[config.mk]
export PLATFORM = sky130hd
export DESIGN_NAME = mem_responder_flat
export DESIGN_NICKNAME = d
export VERILOG_FILES = /design/src/rtl/mem_responder_pkg.sv /design/src/rtl/mem_responder_if.sv /design/src/rtl/mem_responder_array.sv /design/src/rtl/mem_responder.sv /design/src/flat_wrapper.sv
export SDC_FILE = /design/constraint.sdc
export NUM_CORES = 2
export LEC_CHECK = 0
export ABC_AREA = 0
export CORE_UTILIZATION = 30
export DETAILED_ROUTE_END_ITERATION = 10
export SYNTH_ARGS = -nofsm -noshare
export SYNTH_HDL_FRONTEND = slang
export SYNTH_SLANG_ARGS = --single-unit
export TNS_END_PERCENT = 10
[constraint.sdc]
create_clock -name i_clk -period 4.7 [get_ports i_clk]
set_clock_uncertainty 0.15 [all_clocks]
set_input_delay 0.47 -clock i_clk [delete_from_list [all_inputs] [get_ports i_clk]]
set_output_delay 0.47 -clock i_clk [all_outputs]
set_load 0.03 [all_outputs]
[src/rtl/mem_responder_pkg.sv]
// mem_responder_pkg
//   Shared definitions for the memory responder: access direction codes,
//   FSM state encoding, the wait-state limit and a helper that turns the
//   WAIT_CYCLES parameter into the 4-bit counter load value.
package mem_responder_pkg;

  localparam logic MEM_READ  = 1'b0;
  localparam logic MEM_WRITE = 1'b1;

  // Largest wait-state count the 4-bit counter can hold.
  localparam int WAIT_MAX = 15;

  typedef enum logic [1:0] {
    MS_IDLE   = 2'd0,
    MS_WAIT   = 2'd1,
    MS_ACCESS = 2'd2,
    MS_DONE   = 2'd3
  } ms_state_t;

  // Saturates out-of-range wait counts instead of silently truncating them.
  function automatic logic [3:0] wait_load(input int cycles);
    if (cycles > WAIT_MAX) return 4'(WAIT_MAX);
    else if (cycles < 0)   return 4'd0;
    else                   return 4'(cycles);
  endfunction

endpackage

[src/rtl/mem_responder_if.sv]
// mem_responder_if
//   Bundle of the controller-facing signals of the memory responder.
//   Names are given from the responder's point of view (i_ = into the
//   responder, o_ = out of it).
//   Handshake: the controller loads MAR with the i_ld_mar level, then raises
//   i_ld_mdr; only the rising edge of i_ld_mdr starts an access, with
//   i_mem_rw sampled on that edge. o_busy is high from the cycle after the
//   edge until the completion cycle, in which o_done pulses for one cycle
//   with o_mdr valid. Strobes issued while o_busy is high are dropped and
//   flagged by a one-cycle o_err pulse on the following cycle.
//   Ports (slave modport): i_addr, i_wdata, i_ld_mar, i_ld_mdr, i_mem_rw,
//   i_prog_we, i_prog_addr, i_prog_data in; o_mdr, o_busy, o_done, o_err out.
interface mem_responder_if #(
  parameter int ADDR_W = 8,
  parameter int DATA_W = 8
) ();

  logic [ADDR_W-1:0] i_addr;
  logic [DATA_W-1:0] i_wdata;
  logic              i_ld_mar;
  logic              i_ld_mdr;
  logic              i_mem_rw;
  logic              i_prog_we;
  logic [ADDR_W-1:0] i_prog_addr;
  logic [DATA_W-1:0] i_prog_data;
  logic [DATA_W-1:0] o_mdr;
  logic              o_busy;
  logic              o_done;
  logic              o_err;

  modport slave (
    input  i_addr, i_wdata, i_ld_mar, i_ld_mdr, i_mem_rw,
           i_prog_we, i_prog_addr, i_prog_data,
    output o_mdr, o_busy, o_done, o_err
  );

  modport master (
    output i_addr, i_wdata, i_ld_mar, i_ld_mdr, i_mem_rw,
           i_prog_we, i_prog_addr, i_prog_data,
    input  o_mdr, o_busy, o_done, o_err
  );

endinterface

[src/rtl/mem_responder_array.sv]
// mem_array
//   Single-port RAM, 2^ADDR_W words of DATA_W bits. Synchronous write on the
//   rising edge of i_clk, asynchronous read of the same address. Contents are
//   never reset.
//   Ports: i_clk, i_we, i_addr, i_wdata in; o_rdata out.
module mem_array #(
  parameter int ADDR_W = 8,
  parameter int DATA_W = 8
) (
  input  logic              i_clk,
  input  logic              i_we,
  input  logic [ADDR_W-1:0] i_addr,
  input  logic [DATA_W-1:0] i_wdata,
  output logic [DATA_W-1:0] o_rdata
);

  logic [DATA_W-1:0] r_mem [2**ADDR_W];

  always_ff @(posedge i_clk) begin
    if (i_we) r_mem[i_addr] <= i_wdata;
  end

  assign o_rdata = r_mem[i_addr];

endmodule

[src/rtl/mem_responder.sv]
// mem_responder
//   Memory-side responder: captures MAR, starts an access on the rising edge
//   of i_ld_mdr, waits WAIT_CYCLES cycles, performs the read or write against
//   the internal RAM, then pulses o_done with the result held in MDR.
//   A preload port writes the RAM directly while idle.
//   Ports: i_clk, i_rst (synchronous, active-high), bus (mem_responder_if
//   slave modport), o_state (current FSM state, for observation).
module mem_responder
  import mem_responder_pkg::*;
#(
  parameter int ADDR_W      = 8,
  parameter int DATA_W      = 8,
  parameter int WAIT_CYCLES = 1
) (
  input  logic                  i_clk,
  input  logic                  i_rst,
  mem_responder_if.slave        bus,
  output ms_state_t             o_state
);

  localparam logic [3:0] WAIT_LOAD = wait_load(WAIT_CYCLES);

  ms_state_t         r_state;
  ms_state_t         w_state_nxt;
  logic [3:0]        r_wait_cnt;
  logic [3:0]        w_wait_nxt;
  logic [ADDR_W-1:0] r_mar;
  logic [DATA_W-1:0] r_mdr;
  logic              r_ld_mdr_q;
  logic              r_rw_q;
  logic              r_err;

  logic              w_idle;
  logic              w_access;
  logic              w_start;
  logic              w_collide;
  logic              w_ram_we;
  logic [ADDR_W-1:0] w_ram_addr;
  logic [DATA_W-1:0] w_ram_wdata;
  logic [DATA_W-1:0] w_ram_rdata;

  assign w_idle   = (r_state == MS_IDLE);
  assign w_access = (r_state == MS_ACCESS);
  assign w_start  = bus.i_ld_mdr & ~r_ld_mdr_q;

  // Any strobe outside IDLE is dropped and reported one cycle later.
  assign w_collide = ~w_idle & (bus.i_ld_mar | w_start | bus.i_prog_we);

  // Preload owns the RAM port in IDLE, the access path owns it in ACCESS,
  // so the two never compete. Writes are suppressed while reset is held.
  assign w_ram_we    = ~i_rst & ((w_idle & bus.i_prog_we) |
                                 (w_access & (r_rw_q == MEM_WRITE)));
  assign w_ram_addr  = w_access ? r_mar : bus.i_prog_addr;
  assign w_ram_wdata = w_access ? bus.i_wdata : bus.i_prog_data;

  mem_array #(
    .ADDR_W (ADDR_W),
    .DATA_W (DATA_W)
  ) u_mem_array (
    .i_clk   (i_clk),
    .i_we    (w_ram_we),
    .i_addr  (w_ram_addr),
    .i_wdata (w_ram_wdata),
    .o_rdata (w_ram_rdata)
  );

  always_comb begin
    w_state_nxt = r_state;
    w_wait_nxt  = r_wait_cnt;
    case (r_state)
      MS_IDLE: begin
        if (w_start) begin
          w_wait_nxt  = WAIT_LOAD;
          w_state_nxt = (WAIT_LOAD != 4'd0) ? MS_WAIT : MS_ACCESS;
        end
      end
      MS_WAIT: begin
        w_wait_nxt = r_wait_cnt - 4'd1;
        // <= 1 also covers a zero count so the FSM can never stall here.
        if (r_wait_cnt <= 4'd1) w_state_nxt = MS_ACCESS;
      end
      MS_ACCESS: w_state_nxt = MS_DONE;
      MS_DONE:   w_state_nxt = MS_IDLE;
      default:   w_state_nxt = MS_IDLE;
    endcase
  end

  always_ff @(posedge i_clk) begin
    if (i_rst) begin
      r_state    <= MS_IDLE;
      r_wait_cnt <= 4'd0;
      r_mar      <= '0;
      r_mdr      <= '0;
      r_ld_mdr_q <= 1'b0;
      r_rw_q     <= MEM_READ;
      r_err      <= 1'b0;
    end else begin
      r_state    <= w_state_nxt;
      r_wait_cnt <= w_wait_nxt;
      // Tracked in every state so a level held through DONE cannot retrigger.
      r_ld_mdr_q <= bus.i_ld_mdr;
      r_err      <= w_collide;
      if (w_idle && bus.i_ld_mar) r_mar  <= bus.i_addr;
      if (w_idle && w_start)      r_rw_q <= bus.i_mem_rw;
      if (w_access) r_mdr <= (r_rw_q == MEM_WRITE) ? bus.i_wdata : w_ram_rdata;
    end
  end

  assign bus.o_mdr  = r_mdr;
  assign bus.o_busy = ~w_idle;
  assign bus.o_done = (r_state == MS_DONE);
  assign bus.o_err  = r_err;
  assign o_state    = r_state;

endmodule

[src/flat_wrapper.sv]
// flat-port wrapper written by rule: the top's interface ports become plain ports
module mem_responder_flat import mem_responder_pkg::*;
#(
  parameter int ADDR_W      = 8,
  parameter int DATA_W      = 8,
  parameter int WAIT_CYCLES = 1
)
  (i_clk, i_rst, o_state, bus_i_addr, bus_i_wdata, bus_i_ld_mar, bus_i_ld_mdr, bus_i_mem_rw, bus_i_prog_we, bus_i_prog_addr, bus_i_prog_data, bus_o_mdr, bus_o_busy, bus_o_done, bus_o_err);
  mem_responder_if #(.ADDR_W(ADDR_W), .DATA_W(DATA_W)) bus_i ();
  input  logic i_clk;
  input  logic i_rst;
  output ms_state_t o_state;
  input wire logic [$bits(bus_i.i_addr)-1:0] bus_i_addr;
  input wire logic [$bits(bus_i.i_wdata)-1:0] bus_i_wdata;
  input wire logic [$bits(bus_i.i_ld_mar)-1:0] bus_i_ld_mar;
  input wire logic [$bits(bus_i.i_ld_mdr)-1:0] bus_i_ld_mdr;
  input wire logic [$bits(bus_i.i_mem_rw)-1:0] bus_i_mem_rw;
  input wire logic [$bits(bus_i.i_prog_we)-1:0] bus_i_prog_we;
  input wire logic [$bits(bus_i.i_prog_addr)-1:0] bus_i_prog_addr;
  input wire logic [$bits(bus_i.i_prog_data)-1:0] bus_i_prog_data;
  output wire logic [$bits(bus_i.o_mdr)-1:0] bus_o_mdr;
  output wire logic [$bits(bus_i.o_busy)-1:0] bus_o_busy;
  output wire logic [$bits(bus_i.o_done)-1:0] bus_o_done;
  output wire logic [$bits(bus_i.o_err)-1:0] bus_o_err;
  assign bus_i.i_addr = bus_i_addr;
  assign bus_i.i_wdata = bus_i_wdata;
  assign bus_i.i_ld_mar = bus_i_ld_mar;
  assign bus_i.i_ld_mdr = bus_i_ld_mdr;
  assign bus_i.i_mem_rw = bus_i_mem_rw;
  assign bus_i.i_prog_we = bus_i_prog_we;
  assign bus_i.i_prog_addr = bus_i_prog_addr;
  assign bus_i.i_prog_data = bus_i_prog_data;
  assign bus_o_mdr = bus_i.o_mdr;
  assign bus_o_busy = bus_i.o_busy;
  assign bus_o_done = bus_i.o_done;
  assign bus_o_err = bus_i.o_err;
  mem_responder #(.ADDR_W(ADDR_W), .DATA_W(DATA_W), .WAIT_CYCLES(WAIT_CYCLES)) u_core (.i_clk(i_clk), .i_rst(i_rst), .bus(bus_i), .o_state(o_state));
endmodule
==> flow_summary.toml <==
[pwr]
internal-power_uw = 34100
p_seq_frac = 0.451
switching_share = 0.289
pwr-share-clk = 0.344
vdd_drop_max_mv = 0.370
power.density_nw_per_um2 = 499
share_comb_of_total_power = 0.205
p_leak_uw = 0.0306
power_switching_uw = 13800

[global_routing]
grt_max_degree = 143
grt_use_total = 0.170
antenna_found_initial = 14
grt_pass1_wl_um = 336000
first_global_vias = 45500
grt_overflow_total = 0

[worst_setup_path]
endpoint_kind = "register"
cp_data_required_time_ps = 5270
path_max_fanout = 34
cp_slowest_cell = "o22ai_2"
cp.arrival_ps = 5080
cp-start-kind = "register"
worstPathCellList = "inv_1 > ha_4 > buf_12 > or2_2 > o22ai_2 > nand2_1 > a21oi_1 > nor4_1 > and3_1 > and3_1 > a2111oi_0"
cp_slowest_stage_delay_ps = 830
rrSetupSlack_ps = 190
crit_family = "simple AND/OR/NAND/NOR gates"
crit_path_frequent_cell = "and3_1"
cp_num_buf_inv = 2
crit_type = "register to register"

[final_layout]
stdcell_area_sq_um = 95900
area.sequential_sq_um = 62000
multiInputGateArea_sq_um = 18100
syn_to_final_growth_pct = 17.7
nets = 5166
layout-drive-gt1-share = 0.204
fillers = 25000
layout.cells.non_filler = 8857

[floorplan]
ioPinCount = 51
die_y_um = 523
chipWidth_um = 523
fp.dieArea_sq_um = 274000
rows = 190
initial_core_util = 0.303
core_area_sq_um = 269000

[synth]
avgSynthCellArea_sq_um = 17.3
synth_area_leader_cell = "edfxtp_1"
synthCells = 4723
synth.cell_area_sq_um = 81500
synth_compound_area_frac = 0.0410
synth_adder_area_share = 0.000921
synth_top_cell_area_share = 0.755
synth_top_family_by_area = "multiplexers"
synth-seq-cells = 2073
synth-xor-area-share = 0
synth_edf_count = 2048
synthArstFlopShare = 0
syn-num-nets = 4767
synth_seq_area_share = 0.761
synth_area_leaders = "edfxtp_1, mux4_2, nand2_1"
synth_flop_cell = "edfxtp_1"
synthMuxAreaShare = 0.0989
yosys_warnings = 0
synth_cell_types = 67
synthSimpleGateAreaFrac = 0.0772

[drt]
drc = 0
drtPass1Iterations = 6
post_drt_via_cell_ratio = 5.26
drt_wl_total_um = 236000
drt-initial-drc-count = 6291
routed-via-count = 46500
antenna_left = 0
wl_per_cell_um = 26.6

[placement]
io_buffers = 50
gp_congestion = 0.870
dp_hpwl_um = 152000
dp_worst_setup_slack_ps = -443
post_dp_cell_area_sq_um = 89100
dp_cells = 8462

[timing]
setup_ws_ps = 192
tightest_slew_ps = 1250
rsz0062_at_grt = "false"
hold_slack_ps = 226
maxSlewViolCount = 0
fmaxAchievable_mhz = 222
min_period_ps = 4510
fin_crit_sh = 0.959
slew_headroom = 0.165
setup_viol = 0
hold_viol = 0
setup-tns-final_ps = 0

[worst_hold_path]
worstHoldPathType = "input port to register"

[run]
cap_violations = 0

[clock_tree]
htreeDepth = 4
cts.sinks = 2073
cts_buffers = 207
clock_path_buffers = 3
cts_tree = "done"
cts-root-buf = "clkbuf_16"
worstSkewPairLatency_ps = 840
clkTransAtPathRegs_ps = 60

[outcome]
status = "completed"
Yosys cell counts, drive strengths merged (21+ instances only):
cell,n
a21oi,57
a221oi,30
a22oi,127
a311oi,21
a31oi,67
a32oi,27
and3,54
buf,214
clkbuf,85
dfxtp,25
edfxtp,2048
mux2i,83
mux4,313
nand2,736
nand3,278
nand4,52
nor2,258
nor3,42
o21ai,33
sequential cells by signal (all words and copies together) (netlist names):
| signal | flops |
|---|---|
| u_core.r_rw_q | 1 |
| u_core.u_mem_array.r_mem | 2048 |
| u_core.r_wait_cnt | 4 |
| u_core.bus.o_err | 1 |
| u_core.o_state | 2 |
| u_core.bus.o_mdr | 8 |
| u_core.r_ld_mdr_q | 1 |
| u_core.r_mar | 8 |
routing by layer:
layer,up-vias,global-route usage,routed length [um]
li1,19500,-,-
met1,24300,0.226,93500
met2,2354,0.270,111000
met3,430,0.0360,21500
met4,0,0.0705,9560
met5,-,0,0
worst reg2reg max path, stage by stage (launching register included):
cell and delay [ps]:
dfxtp_1 410, inv_1 140, ha_4 270, buf_12 210, or2_2 370, o22ai_2 830
nand2_1 810, a21oi_1 360, nor4_1 100, and3_1 230, and3_1 210, a2111oi_0 310
power groups by stage:
stage / Clock [uW] / Sequential [uW] / Combinational (uW)
floorplan: 0 / 22100 / 5290
detailed placement: 0 / 22000 / 9770
global placement: 0 / 22000 / 9640
CTS: 16700 / 21600 / 9800
global route: 17400 / 21600 / 10300
finish: 16500 / 21600 / 9820
cell families (layout without fill, tap and decap cells):
| group | after synthesis | count (layout) |
|---|---|---|
| adder cells (fa/ha/maj) | 6 | 6 |
| buffers and inverters | 310 | 883 |
| AO/OA/AOI/OAI | 462 | 462 |
| AND/OR/NAND/NOR | 1464 | 1464 |
| other | 0 | 9 |
| multiplexers | 408 | 408 |
| flip-flops | 2073 | 2073 |
worst paths after layout:
path,start,to,cells after the start
hold / removal,bus_i_addr[1],u_core.r_mar[1],3
setup reg to reg,u_core.o_state[0],u_core.bus.o_mdr[1],11
setup / recovery,u_core.o_state[0],u_core.bus.o_mdr[1],11
hold reg to reg,u_core.r_rw_q,u_core.r_rw_q,2
stage by stage:
| stage | power [uW] | utilization |
|---|---|---|
| after floorplan | 27400 | - |
| after global placement | 31600 | 0.331 |
| after detailed placement | 31800 | 0.331 |
| after CTS | 48100 | 0.356 |
| after global routing | 49200 | 0.356 |
| final | 47900 | 0.357 |
layout make-up:
type | count | area share
diodes | 9 | 0.000235
clock buffers | 265 | 0.0573
clock inverters | 118 | 0.0136
inverters | 11 | 0.000430
multi-input cells | 2340 | 0.189
flip-flops and latches | 2073 | 0.646
well taps | 3552 | 0.0463
repair buffers | 489 | 0.0468
placed cells by master (no fill, tap or decap), types with 7 or more instances in the layout:
cell,netlist,routed
nand2_1,736,734
clkbuf_16,0,209
nand4_1,52,52
buf_4,36,382
o21ai_0,30,29
a221oi_1,30,29
bufinv_16,0,20
nand3_1,277,277
a22o_1,12,12
nor3_1,42,42
a211oi_1,7,7
a21oi_1,57,51
o21a_1,9,9
clkdlybuf4s50_1,0,49
nor4_1,7,7
clkinv_16,0,9
a32o_1,11,11
edfxtp_1,2048,2048
clkbuf_1,85,50
a32oi_1,27,27
a31oi_1,67,66
nand2b_1,11,11
o31ai_1,12,12
clkinv_2,0,30
inv_1,11,11
dfxtp_1,25,25
diode_2,0,9
mux2_8,0,9
mux2i_1,82,78
mux4_2,305,305
and3_1,54,54
nor2_1,258,255
buf_12,3,56
mux4_1,8,8
clkinv_1,0,49
a22oi_1,127,126
a311oi_1,21,21
timing repair:
item                                   4_1_cts  5_1_grt
setup endpoints to repair                    3        2
endpoints found under the hold margin        9        0
gates resized for setup                      4        0
hold buffers                                 1        0
buffers inserted                             0        2
(Power assumes the default switching activity.)
